--- config.mk ---
export PLATFORM = sky130hd
export DESIGN_NAME = can_tx_scheduler
export DESIGN_NICKNAME = d
export VERILOG_FILES = /design/src/rtl/can_ctrl_pkg.sv /design/src/rtl/can_prio_select.sv /design/src/rtl/can_tx_scheduler.sv
export SDC_FILE = /design/constraint.sdc
export NUM_CORES = 1
export LEC_CHECK = 0
export BUFFER_PORTS_ARGS = -buffer_cell sky130_fd_sc_hd__buf_2
export CELL_PAD_IN_SITES_DETAIL_PLACEMENT = 0
export CELL_PAD_IN_SITES_GLOBAL_PLACEMENT = 1
export CORE_ASPECT_RATIO = 1.5
export CORE_MARGIN = 8
export CORE_UTILIZATION = 30
export CTS_BUF_LIST = sky130_fd_sc_hd__clkbuf_16
export DETAILED_ROUTE_END_ITERATION = 16
export PLACE_DENSITY = 0.83
export SLEW_MARGIN = 40
export SYNTH_ARGS = -nofsm -noshare
export SYNTH_HDL_FRONTEND = slang
export SYNTH_SLANG_ARGS = --single-unit
--- constraint.sdc ---
create_clock -name can_clk -period 2.3 [get_ports can_clk]
set_input_delay 0.23 -clock can_clk [delete_from_list [all_inputs] [get_ports can_clk]]
set_output_delay 0.23 -clock can_clk [all_outputs]
set_load 0.01 [all_outputs]
--- src/rtl/can_ctrl_pkg.sv ---
// Shared types and widths for the CAN transmit path.
package can_ctrl_pkg;

  localparam int unsigned CAN_ID_W   = 11;
  localparam int unsigned CAN_DLC_W  = 4;
  localparam int unsigned CAN_DATA_W = 64;
  localparam int unsigned OWNER_W    = 3;
  localparam int unsigned RETRY_W    = 4;

  typedef struct packed {
    logic [CAN_ID_W-1:0]   id;
    logic [CAN_DLC_W-1:0]  dlc;
    logic [CAN_DATA_W-1:0] data;
  } can_frame_t;

  typedef enum logic [1:0] {
    IDLE  = 2'd0,
    START = 2'd1,
    WAIT  = 2'd2
  } sched_state_t;

endpackage

--- src/rtl/can_prio_select.sv ---
// Combinational finder of the valid requester with the lowest CAN id;
// ties go to the lowest index, mirroring bus arbitration.
module can_prio_select
  import can_ctrl_pkg::*;
#(
  parameter int unsigned NUM_REQ = 4
) (
  input  logic [NUM_REQ-1:0]          req_valid,
  input  logic [NUM_REQ*CAN_ID_W-1:0] req_id,
  output logic [OWNER_W-1:0]          winner_idx,
  output logic                        any_valid
);

  logic [CAN_ID_W-1:0] best_id;
  logic                found;

  always_comb begin
    winner_idx = '0;
    best_id    = '1;
    found      = 1'b0;
    // Strict less-than keeps the earlier (lower) index on equal ids.
    for (int unsigned i = 0; i < NUM_REQ; i++) begin
      if (req_valid[i] && (!found || (req_id[i*CAN_ID_W +: CAN_ID_W] < best_id))) begin
        winner_idx = OWNER_W'(i);
        best_id    = req_id[i*CAN_ID_W +: CAN_ID_W];
        found      = 1'b1;
      end
    end
  end

  assign any_valid = |req_valid;

endmodule

--- src/rtl/can_tx_scheduler.sv ---
// Shares one CAN frame transmitter between NUM_REQ requesters: lowest-id
// selection, start/wait sequencing, per-requester retry and result pulses.
module can_tx_scheduler
  import can_ctrl_pkg::*;
#(
  parameter int unsigned NUM_REQ        = 4,
  parameter int unsigned MAX_RETRIES    = 8,
  parameter int unsigned TIMEOUT_CYCLES = 200000
) (
  input  logic                            can_clk,
  input  logic                            can_rst_n,
  input  logic [NUM_REQ-1:0]              req_valid,
  input  logic [NUM_REQ*CAN_ID_W-1:0]     req_id,
  input  logic [NUM_REQ*CAN_DLC_W-1:0]    req_dlc,
  input  logic [NUM_REQ*CAN_DATA_W-1:0]   req_data,
  output logic [NUM_REQ-1:0]              req_ready,
  output logic [NUM_REQ-1:0]              req_fail,
  output logic                            tx_start,
  output logic [CAN_ID_W-1:0]             tx_id,
  output logic [CAN_DLC_W-1:0]            tx_dlc,
  output logic [CAN_DATA_W-1:0]           tx_data,
  input  logic                            tx_busy,
  input  logic                            tx_done,
  input  logic                            tx_arb_lost,
  input  logic                            tx_error,
  output logic                            sched_busy,
  output logic [OWNER_W-1:0]              owner
);

  localparam int unsigned TMO_W = (TIMEOUT_CYCLES > 1) ? $clog2(TIMEOUT_CYCLES) : 1;
  localparam logic [TMO_W-1:0]   TMO_LAST  = TMO_W'(TIMEOUT_CYCLES - 1);
  localparam logic [RETRY_W-1:0] RETRY_MAX = RETRY_W'(MAX_RETRIES);

  sched_state_t                      state_q, state_d;
  can_frame_t                        frame_q, frame_d, sel_frame;
  logic [OWNER_W-1:0]                owner_q, owner_d;
  logic                              start_q, start_d;
  logic                              busy_q, busy_d;
  logic [NUM_REQ-1:0]                ready_q, ready_d;
  logic [NUM_REQ-1:0]                fail_q, fail_d;
  logic [TMO_W-1:0]                  tmo_q, tmo_d;
  logic [NUM_REQ-1:0][RETRY_W-1:0]   retry_q, retry_d;

  logic [OWNER_W-1:0]                winner_idx;
  logic                              any_valid;
  logic [NUM_REQ-1:0]                owner_oh;
  logic [RETRY_W-1:0]                cur_retry, retry_next, retry_wval;
  logic                              retry_wr;
  logic                              grant_ok;

  can_prio_select #(.NUM_REQ(NUM_REQ)) u_prio (
    .req_valid  (req_valid),
    .req_id     (req_id),
    .winner_idx (winner_idx),
    .any_valid  (any_valid)
  );

  // Winner's frame fields, picked from the flat request buses.
  always_comb begin
    sel_frame = '0;
    for (int unsigned i = 0; i < NUM_REQ; i++) begin
      if (winner_idx == OWNER_W'(i)) begin
        sel_frame.id   = req_id[i*CAN_ID_W +: CAN_ID_W];
        sel_frame.dlc  = req_dlc[i*CAN_DLC_W +: CAN_DLC_W];
        sel_frame.data = req_data[i*CAN_DATA_W +: CAN_DATA_W];
      end
    end
  end

  always_comb begin
    cur_retry = '0;
    owner_oh  = '0;
    for (int unsigned i = 0; i < NUM_REQ; i++) begin
      if (owner_q == OWNER_W'(i)) begin
        cur_retry   = retry_q[i];
        owner_oh[i] = 1'b1;
      end
    end
  end

  assign retry_next = cur_retry + RETRY_W'(1);
  // Hold off selection while a result pulse is out so the finished requester can drop valid.
  assign grant_ok   = ((ready_q | fail_q) == '0);

  always_comb begin
    state_d    = state_q;
    frame_d    = frame_q;
    owner_d    = owner_q;
    start_d    = 1'b0;
    ready_d    = '0;
    fail_d     = '0;
    tmo_d      = tmo_q;
    retry_d    = retry_q;
    retry_wr   = 1'b0;
    retry_wval = '0;

    case (state_q)
      IDLE: begin
        if (any_valid && !tx_busy && grant_ok) begin
          frame_d = sel_frame;
          owner_d = winner_idx;
          start_d = 1'b1;
          state_d = START;
        end
      end
      START: begin
        tmo_d   = '0;
        state_d = WAIT;
      end
      WAIT: begin
        if (tmo_q != TMO_LAST) begin
          tmo_d = tmo_q + TMO_W'(1);
        end
        if (tx_done) begin
          ready_d    = owner_oh;
          retry_wr   = 1'b1;
          retry_wval = '0;
          state_d    = IDLE;
        end else if (tx_arb_lost) begin
          state_d = IDLE;
        end else if (tx_error || (tmo_q == TMO_LAST)) begin
          retry_wr = 1'b1;
          if (retry_next == RETRY_MAX) begin
            fail_d     = owner_oh;
            retry_wval = '0;
          end else begin
            retry_wval = retry_next;
          end
          state_d = IDLE;
        end
      end
      default: state_d = IDLE;
    endcase

    for (int unsigned i = 0; i < NUM_REQ; i++) begin
      if (retry_wr && owner_oh[i]) begin
        retry_d[i] = retry_wval;
      end
    end

    busy_d = (state_d != IDLE);
  end

  always_ff @(posedge can_clk or negedge can_rst_n) begin
    if (!can_rst_n) begin
      state_q <= IDLE;
      frame_q <= '0;
      owner_q <= '0;
      start_q <= 1'b0;
      busy_q  <= 1'b0;
      ready_q <= '0;
      fail_q  <= '0;
      tmo_q   <= '0;
      retry_q <= '0;
    end else begin
      state_q <= state_d;
      frame_q <= frame_d;
      owner_q <= owner_d;
      start_q <= start_d;
      busy_q  <= busy_d;
      ready_q <= ready_d;
      fail_q  <= fail_d;
      tmo_q   <= tmo_d;
      retry_q <= retry_d;
    end
  end

  assign req_ready  = ready_q;
  assign req_fail   = fail_q;
  assign tx_start   = start_q;
  assign tx_id      = frame_q.id;
  assign tx_dlc     = frame_q.dlc;
  assign tx_data    = frame_q.data;
  assign sched_busy = busy_q;
  assign owner      = owner_q;

endmodule

==> flow_metrics.tcl, run 1 <==
set metrics [dict create \
    initial_utilization_pct 30.1 \
    vdd_ir_drop_max_mv 0.476 \
    yosysWarnings 0 \
    finalHoldViolCount 0 \
    mostFrequentLayoutCells "buf_2, nand2_1, buf_4" \
    route.top_layer_used "met5" \
    clock_tree.root_cell "clkbuf_16" \
    areaGrowthSynthToFinish_pct 64.8 \
    tritoncts "built" \
    sequential_cell_area_um2 3180 \
    vias 11159 \
    synth_enable_flop_cells 0 \
    grt_setup_unrepaired "yes" \
    synth-async-reset-ratio_pct 100 \
    gp_congestion 0.878 \
    max-slew-margin-rel_pct 49.9 \
    cts_max_path_buffers 2 \
    met3WireLength_um 2900 \
    first_global_vias 11604 \
    slowest_delay_ps 450 \
    synthesis.nets 1496 \
    min_period_ps 5600 \
    final_cell_area_um2 14900 \
    setup_violations_final 81 \
    maxSlewViolCount 0 \
    detail_route.first_pass.iterations 5 \
    mostFrequentLayoutCell "buf_2" \
    cp.depth 31 \
    row_count 78 \
    cts_max_level 4 \
    synth_seq_area_share_pct 35.2 \
    worst_skew_pair.late_latency_ps 440 \
    type_of_the_worst_setup_path "in -> reg" \
    cellPowerDensity_nw_per_um2 895 \
    cp.buffers_inverters 7 \
    grt_antenna_before_repair 8 \
    synth-main-ff-cell "dfrtp_1" \
    grt_start_max_net_pins 64 \
    route.detailed.drc 0 \
    clkTransAtPathRegs_ps 60 \
    placement.io_buffers 416 \
    postPlaceCellArea_um2 12600 \
    avgRoutedWirePerCell_um 21.0 \
    numClockSinks 127 \
    syn_area_per_cell_um2 7.93 \
    final.setup_skew_ps 7.55 \
    die_area_um2 36000 \
    fraction_of_layout_cells_with_a_size_suffix_above_1_pct 48.2 \
    hold_path_depth 3 \
    detailed_router_s_first_iteration_violation_count 698 \
    synthesis.instances 1139 \
    netlist-cell-type-count 62 \
    timing.critical_path.arrival_ps 5880 \
    worst_pin_slew_ps 751 \
    fillerInstances 2837 \
    post_layout_nets 2032 \
    final_core_util_pct 49.7 \
    grt_pass1_wl_um 64600 \
    multi_input_area_um2 6370 \
    ios 418 \
    crit_required_ps 2580 \
    detailroute.wirelength.met2_um 22800 \
    outcome "finished, violations left" \
    grtUsageTotal_pct 23.2 \
    route.final.wire_length_um 44100 \
    fmax_ghz 0.179 \
    worst_hold_path_type "in -> reg" \
    finalWorstSetupSlack_ps -3300 \
    worst_setup_path_start_kind "input pin" \
    synth-seq-cells 127 \
    crit_fanout 6 \
    layout_worst_path_cycle_share_pct 243 \
    avgViaCountPerCell 5.33 \
    global_route.overflow_total 0 \
    power.leakage_nw 7.22 \
    core_area_um2 30000 \
    crit_family "compound AO/OA/AOI/OAI gates" \
    violated_checks "negative setup slack" \
    setup-tns-final_ps -259960 \
    chipWidth_um 158 \
    floorplan.die.height_um 229 \
    drv.max_cap_violation_count 0 \
    worst-r2r-cell-count 8 \
    dpl_wire_length_um 31300 \
    critical_path.endpoint_type "flop" \
    cts_inserted_buffers 17 \
    syn-cell-area_um2 9030 \
    met1_length_um 16300 \
    detail-route-antenna-nets 0 \
    crit_path_top_delay_cell "or3b_4" \
]
-- metal layers --
metal / vias to the layer above / track usage, %
met5: - / 0
met4: 2 / 11.4
met3: 120 / 5.43
met2: 500 / 41.7
met1: 5364 / 24.8
li1: 5173 / -
-- report_power, final --
group	total [mW]	switching, mW	internal (mW)
logic	7.00	3.77	3.23
registers	3.49	0.490	3.00
clock network	2.84	1.20	1.63
total	13.3	5.46	7.86
-- sequential cells by signal (all words and copies together) (netlist names), 4 cells and up --
register	flops
tx_data	64
tmo_q	18
retry_q	16
tx_id	11
req_fail	4
req_ready	4
tx_dlc	4
-- cells by family (layout without fill, tap and decap cells) --
kind of cell / Yosys count / after routing / share of synthesized area [%]
multiplexers: 22 / 22 / 3.21
AO/OA/AOI/OAI: 364 / 366 / 28.0
AND/OR/NAND/NOR: 462 / 462 / 22.5
XOR/XNOR: 8 / 8 / 0.859
flip-flops: 127 / 127 / 35.2
other: 1 / 8 / 0.0415
buffers and inverters: 124 / 671 / 5.96
adder cells (fa/ha/maj): 31 / 31 / 4.29
-- synthesized netlist by cell type, types with 4 or more instances --
library cell	n	area, um2
o31ai_1	5	37.5
o31ai_2	18	225
o22ai_1	20	125
o211ai_1	64	480
ha_1	31	388
buf_2	16	80.1
and2_1	21	131
o211a_1	22	220
a31oi_1	53	332
nor4_1	5	31.3
nand2b_1	6	37.5
mux2_2	16	180
a21o_1	4	30.0
nor2b_1	12	75.1
xor2_1	4	35.0
a22oi_1	28	210
a21oi_1	40	200
nand4_1	8	50.1
nor2_1	65	244
inv_1	34	128
nor3_1	11	55.1
o21ai_0	81	405
buf_4	8	60.1
nand3_1	13	65.1
nand2_1	294	1100
clkbuf_1	63	236
o21a_1	11	82.6
or3_1	4	25.0
mux4_2	4	90.1
dfrtp_1	127	3180
-- final timing paths --
check | from | endpoint | slack, ps
max in group asynchronous | can_rst_n | tmo_q[14] | 1300
min in group asynchronous | can_rst_n | tx_data[32] | 260
max | req_valid[0] | tx_data[8] | -3300
min reg2reg | tmo_q[17] | tmo_q[17] | 470
min | req_data[51] | tx_data[51] | 20
max reg2reg | state_q[0] | tx_data[54] | -130
-- timing repair --
action | 4_1_cts | 5_1_grt
hold buffers | 2 | 0
setup buffers | 16 | 20
cloned | 11 | 6
setup endpoints to repair | 93 | 97
endpoints found under the hold margin | 40 | 0
pin swaps | 23 | 63
gates resized for setup | 102 | 115
-- area by class of cell --
type / instances / area share (%)
multi-input cells: 890 / 42.8
repair buffers: 605 / 27.5
flip-flops and latches: 127 / 21.4
well taps: 400 / 3.36
clock buffers: 17 / 2.86
clock inverters: 15 / 1.17
inverters: 34 / 0.857
diodes: 7 / 0.118
-- stage by stage --
step           instances  hold slack [ps]  setup slack, ps  power, mW
2_1_floorplan       1139            -65.6            -3770       6.79
3_3_place_gp        2002              178            -3820       9.25
3_5_place_dp        2002              182            -3880       9.38
4_1_cts             2063             1.12            -3100       12.7
5_1_grt             2095             6.92            -3530       14.1
6_report            2095             22.5            -3300       13.3
-- worst register-to-register path, cell delays in order, from the launching register on --
cell,delay (ps)
dfrtp_1,460
nor4_1,290
nand2_1,160
or3_2,580
buf_12,190
buf_12,170
and2_1,220
a31oi_4,160
o31ai_2,80
(Power assumes the default switching activity.)
==> run 2, diff against run 1 <==
--- a/config.mk
+++ b/config.mk
@@ -14,6 +14,7 @@
 export CTS_BUF_LIST = sky130_fd_sc_hd__clkbuf_16
 export DETAILED_ROUTE_END_ITERATION = 16
 export PLACE_DENSITY = 0.83
+export SKIP_LAST_GASP = 1
 export SLEW_MARGIN = 40
 export SYNTH_ARGS = -nofsm -noshare
 export SYNTH_HDL_FRONTEND = slang
==> run 2 against run 1 <==
Compared with the run above: the flow still finishes with violations (negative setup slack); die area unchanged; flip-flop and latch count unchanged; largest cell class unchanged; final area decreased by 3.0%; first-iteration DRC count increased by 6.9%; via count decreased by 1.4%; cell count decreased by 0.29%; fmax increased by 1.5%; critical path depth decreased by 1.
==> flow_metrics.tcl, run 2 (synthesis gave the netlist of run 1 again) <==
set metrics [dict create \
    max-slew-margin-rel_pct 50.1 \
    mostFrequentLayoutCells "buf_2, nand2_1, buf_4" \
    clkTransAtPathRegs_ps 70 \
    detail_route.first_pass.iterations 5 \
    finalWorstSetupSlack_ps -3220 \
    worst_r2r_endpoint "tx_data[59]" \
    tritoncts "built" \
    type_of_the_worst_setup_path "in -> reg" \
    die_area_um2 36000 \
    vdd_ir_drop_max_mv 0.473 \
    gp_congestion 0.878 \
    grt_pass1_wl_um 64600 \
    cts_max_path_buffers 2 \
    dpl_wire_length_um 31300 \
    worst_hold_path_type "in -> reg" \
    clock_tree.root_cell "clkbuf_16" \
    fillerInstances 2901 \
    avgViaCountPerCell 5.27 \
    final.setup_skew_ps 8.02 \
    crit_fanout 6 \
    grtUsageTotal_pct 23.2 \
    global_route.overflow_total 0 \
    placement.io_buffers 416 \
    grt_start_max_net_pins 64 \
    largest_register_ff_count 64 \
    numClockSinks 127 \
    setup_violations_final 81 \
    worst-r2r-cell-count 8 \
    detailed_router_s_first_iteration_violation_count 746 \
    setup-tns-final_ps -255700 \
    cts_inserted_buffers 17 \
    cellPowerDensity_nw_per_um2 895 \
    grt_setup_unrepaired "yes" \
    crit_required_ps 2590 \
    fmax_ghz 0.181 \
    critical_path.endpoint "tx_data[8]" \
    core_area_um2 30000 \
    grt_antenna_before_repair 8 \
    detail-route-antenna-nets 0 \
    drv.max_cap_violation_count 0 \
    cts_max_level 4 \
    dp_worst_setup_slack_ps -3880 \
    worst_skew_pair.late_latency_ps 450 \
    mostFrequentLayoutCell "buf_2" \
    min_period_ps 5520 \
    worst_setup_path_start_kind "input pin" \
    slowest_delay_ps 450 \
    first_global_vias 11585 \
    row_count 78 \
    setup.worst_path.start "req_valid[0]" \
    vias 11000 \
    chipWidth_um 158 \
    fraction_of_layout_cells_with_a_size_suffix_above_1_pct 45.2 \
    timing.critical_path.arrival_ps 5800 \
    worst_pin_slew_ps 748 \
    power.leakage_nw 7.08 \
    violated_checks "negative setup slack" \
    floorplan.die.height_um 229 \
    avgRoutedWirePerCell_um 20.7 \
    setup.reg_to_reg.worst_slack_ps -180 \
    layout_worst_path_cycle_share_pct 240 \
    outcome "finished, violations left" \
    areaGrowthSynthToFinish_pct 59.9 \
    maxSlewViolCount 0 \
    ios 418 \
    finalHoldViolCount 0 \
    route.detailed.drc 0 \
    final_cell_area_um2 14400 \
    timing.rr.start "state_q[0]" \
    route.final.wire_length_um 43300 \
    crit_path_top_delay_cell "or3b_4" \
    critical_path.endpoint_type "flop" \
    initial_utilization_pct 30.1 \
    post_layout_nets 2026 \
    postPlaceCellArea_um2 12600 \
    worst_hold_slack_ps 21.7 \
]
run 2: changes by cell type in the layout (fill, tap and decap cells not counted), moves of 13 or more:
| cell | delta |
|---|---|
| a31oi_4 | -13 |
| o21ai_1 | -14 |
| o21ai_0 | +19 |
| nand2_2 | -14 |
| nand2_1 | +20 |
| a31oi_1 | +13 |
run 2: where the power goes:
part / switching [mW] / total, mW / internal (mW)
Combinational: 3.56 / 6.60 / 3.04
Clock: 1.21 / 2.84 / 1.63
Sequential: 0.488 / 3.48 / 3.00
Total: 5.25 / 12.9 / 7.67
run 2: repair_timing:
item / in CTS / in global routing
endpoints found under the hold margin: 40 / 0
setup endpoints to repair: 93 / 104
gates resized for setup: 63 / 60
pin swaps: 22 / 17
setup buffers: 16 / 13
hold buffers: 2 / 0
cloned: 11 / 7
run 2: worst min-delay path by stage:
| stage | start | to | slack (ps) | cells after the start |
|---|---|---|---|---|
| 5_1_grt | req_data[16] | tx_data[16] | 7 | 3 |
| 6_report | req_data[16] | tx_data[16] | 20 | 3 |
| 2_1_floorplan | can_rst_n | owner[0] | -70 | 0 |
| 3_5_place_dp | can_rst_n | tx_data[32] | 180 | 1 |
| 4_1_cts | req_data[16] | tx_data[16] | 1 | 3 |
| 3_3_place_gp | can_rst_n | tx_data[32] | 180 | 1 |
run 2: area by class of cell:
| type | instances | area (um2) | area share (%) |
|---|---|---|---|
| repair buffers | 598 | 4020 | 27.8 |
| inverters | 34 | 128 | 0.884 |
| well taps | 400 | 500 | 3.47 |
| clock buffers | 17 | 425 | 2.95 |
| clock inverters | 15 | 174 | 1.20 |
| diodes | 7 | 17.5 | 0.121 |
| flip-flops and latches | 127 | 3180 | 22.0 |
| multi-input cells | 891 | 6000 | 41.5 |
run 2: worst max-delay path, delay by kind of cell:
| kind | cells | cell delay (ps) |
|---|---|---|
| compound gates | 12 | 2320 |
| simple gates | 10 | 1670 |
| fa+ha+maj | 3 | 870 |
| buf+inv | 5 | 690 |
run 2: routing by layer:
layer  GRT usage, %  wire [um]  vias to the layer above
met5              0         12                        -
met1           24.8      16100                     5252
li1               -          -                     5157
met2           41.7      22500                      481
met3           5.36       2820                      108
met4           11.4       1870                        2
run 2: per-stage QoR:
stage	power [mW]	std cells	utilization [%]
final	12.9	2089	48.2
after global routing	13.7	2089	48.2
after CTS	12.7	2063	46.5
after detailed placement	9.38	2002	42.1
after global placement	9.25	2002	42.1
after floorplan	6.79	1139	-
==> run 3, diff against run 2 <==
--- a/config.mk
+++ b/config.mk
@@ -5,15 +5,16 @@
 export SDC_FILE = /design/constraint.sdc
 export NUM_CORES = 1
 export LEC_CHECK = 0
+export ABC_AREA = 1
 export BUFFER_PORTS_ARGS = -buffer_cell sky130_fd_sc_hd__buf_2
 export CELL_PAD_IN_SITES_DETAIL_PLACEMENT = 0
 export CELL_PAD_IN_SITES_GLOBAL_PLACEMENT = 1
 export CORE_ASPECT_RATIO = 1.5
 export CORE_MARGIN = 8
-export CORE_UTILIZATION = 30
+export CORE_UTILIZATION = 29
 export CTS_BUF_LIST = sky130_fd_sc_hd__clkbuf_16
 export DETAILED_ROUTE_END_ITERATION = 16
-export PLACE_DENSITY = 0.83
+export PLACE_DENSITY = 0.85
 export SKIP_LAST_GASP = 1
 export SLEW_MARGIN = 40
 export SYNTH_ARGS = -nofsm -noshare
==> run 3 against run 2 <==
Compared with the run above: the flow still finishes with violations (negative setup slack); wire length down 2.0%; cell count up 10%; worst setup slack better by 1000 ps; fmax up 22%; largest power group unchanged.
==> flow_metrics.tcl, run 3 <==
set metrics [dict create \
    cp.buffers_inverters 9 \
    gp_congestion 0.946 \
    synth-async-reset-ratio_pct 100 \
    synth_largest_type_area_fraction_pct 36.1 \
    numClockSinks 127 \
    route.final.wire_length_um 42400 \
    areaGrowthSynthToFinish_pct 68.4 \
    grt_antenna_before_repair 8 \
    synth-main-ff-cell "dfrtp_1" \
    die_area_um2 36300 \
    critical_path.endpoint_type "flop" \
    cellPowerDensity_nw_per_um2 881 \
    timing.critical_path.arrival_ps 4860 \
    initial_utilization_pct 29.3 \
    synthesis.instances 1330 \
    post_layout_nets 2237 \
    syn-cell-area_um2 8800 \
    synthesis.nets 1687 \
    synthTopCellsByArea "dfrtp_1, nand3_1, nand2_1, nor2_1, o21ai_0" \
    crit_fanout 11 \
    worst_setup_path_start_kind "input pin" \
    grt_start_max_net_pins 81 \
    crit_path_top_delay_cell "ha_4" \
    violated_checks "negative setup slack" \
    avgRoutedWirePerCell_um 18.4 \
    syn_area_per_cell_um2 6.62 \
    postPlaceCellArea_um2 12400 \
    synth-seq-cells 127 \
    post_synth_most_frequent_cells "nand2_1, nand3_1, nor2_1, dfrtp_1, inv_1" \
    finalHoldViolCount 0 \
    mostFrequentLayoutCell "buf_2" \
    slowest_delay_ps 280 \
    clkTransAtPathRegs_ps 60 \
    final_core_util_pct 49.3 \
    synth_enable_flop_cells 0 \
    path_common_cell "nand2_1" \
    row_count 78 \
    dp_worst_setup_slack_ps -3030 \
    crit_required_ps 2660 \
    worst_skew_pair.late_latency_ps 420 \
    chipWidth_um 158 \
    power.leakage_nw 7.44 \
    final.setup_skew_ps 10.3 \
    first_global_vias 11565 \
    yosysWarnings 0 \
    outcome "finished, violations left" \
    fraction_of_layout_cells_with_a_size_suffix_above_1_pct 42.5 \
    worst_hold_path_type "in -> reg" \
    layout_worst_path_cycle_share_pct 196 \
    crit_family "simple AND/OR/NAND/NOR gates" \
    finalWorstSetupSlack_ps -2200 \
    tritoncts "built" \
    global_route.overflow_total 0 \
    ios 418 \
    clock_tree.root_cell "clkbuf_16" \
    synthDominantAreaCellType "dfrtp_1" \
    detail-route-antenna-nets 0 \
    netlist-cell-type-count 36 \
    dpl_wire_length_um 29900 \
    worst_pin_slew_ps 820 \
    grt_setup_unrepaired "yes" \
    avgViaCountPerCell 5.05 \
    largest_register_ff_count 64 \
    floorplan.die.height_um 229 \
    mostFrequentLayoutCells "buf_2, nand3_1, nand2_1" \
    setup_violations_final 81 \
    detailed_router_s_first_iteration_violation_count 840 \
    grtUsageTotal_pct 21.7 \
    yosysMostFrequentCell "nand2_1" \
    type_of_the_worst_setup_path "in -> reg" \
    fmax_ghz 0.222 \
    maxSlewViolCount 0 \
    detail_route.first_pass.iterations 5 \
    min_period_ps 4500 \
    cts_max_path_buffers 2 \
    drv.max_cap_violation_count 0 \
    placement.io_buffers 416 \
    synth_seq_area_share_pct 36.1 \
    route.detailed.drc 0 \
    cts_inserted_buffers 17 \
    cts_max_level 4 \
    final_cell_area_um2 14800 \
    vdd_ir_drop_max_mv 0.555 \
    worst_hold_slack_ps 118 \
    vias 11600 \
    grt_pass1_wl_um 62100 \
    max-slew-margin-rel_pct 45.3 \
    core_area_um2 30100 \
]
## run 3: cell count changes after synthesis, sizes merged, moves of 22 or more
cell	delta
clkbuf	-26
o21ai	+31
a31oi	-54
o31ai	-22
nand3	+252
nand4	+28
o211a	-22
nor2	+141
a22oi	-28
inv	+83
o211ai	-64
## run 3: path summary, 6_finish.rpt
check                             start            to  slack, ps  cells past startpoint
max                        req_valid[0]   tx_data[28]      -2200                     37
min                            tx_error    state_q[1]        120                      4
max reg2reg                req_ready[0]   tx_data[56]         50                      7
min reg2reg                  retry_q[8]    retry_q[8]        480                      2
max in group asynchronous     can_rst_n  req_ready[0]       1210                      3
min in group asynchronous     can_rst_n   tx_data[34]        360                      2
## run 3: repair_timing
action,4_1_cts,5_1_grt
hold buffers,1,0
setup buffers,22,12
setup endpoints to repair,85,107
resized for setup,100,134
pin swaps,40,64
hold endpoints to repair,50,0
cloned,13,14
## run 3: layer usage
layer,vias to the layer above,part of all wire (%),global-route usage (%)
met2,483,53,39.9
met4,4,3.3,7.63
met5,-,0.068,0
met1,5481,38,24.2
met3,101,6.1,4.09
li1,5531,-,-
## run 3: report_power, final
| group | internal, mW | switching (mW) | leakage (nW) |
|---|---|---|---|
| clock network | 1.72 | 1.14 | 0.300 |
| logic | 2.86 | 3.75 | 5.60 |
| registers | 3.10 | 0.491 | 1.54 |
| total | 7.69 | 5.38 | 7.44 |
## run 3: metrics by stage
stage / instances / power (mW) / TNS, ps
6_report: 2299 / 13.1 / -170810
3_3_place_gp: 2202 / 9.14 / -224640
5_1_grt: 2298 / 13.9 / -193450
3_5_place_dp: 2202 / 9.25 / -237170
4_1_cts: 2270 / 12.6 / -163750
2_1_floorplan: 1330 / 6.54 / -170630
## run 3: layout make-up
type	instances	area [um2]
Clock buffer	17	425
Timing Repair Buffer	610	4370
Clock inverter	15	185
Antenna cell	6	15.0
Tap cell	400	500
Fill cell	3011	15200
Inverter	118	494
Multi-Input combinational cell	1005	5640
Sequential cell	127	3180
Timing Repair inverter	1	16.3
## run 3: worst min-delay path: cells and delay by family
kind,cells,cell delay (ps)
and+or+nand+nor,2,150
buffers and inverters,2,130
## run 3: cell families after synthesis
| family | Yosys count | share of synthesized area, % |
|---|---|---|
| AND/OR/NAND/NOR | 813 | 40.3 |
| flip-flops | 127 | 36.1 |
| AO/OA/AOI/OAI | 153 | 9.19 |
| other | 1 | 0.0426 |
| adder cells (fa/ha/maj) | 31 | 4.41 |
| XOR/XNOR | 2 | 0.199 |
| multiplexers | 3 | 0.341 |
| buffers and inverters | 200 | 9.45 |
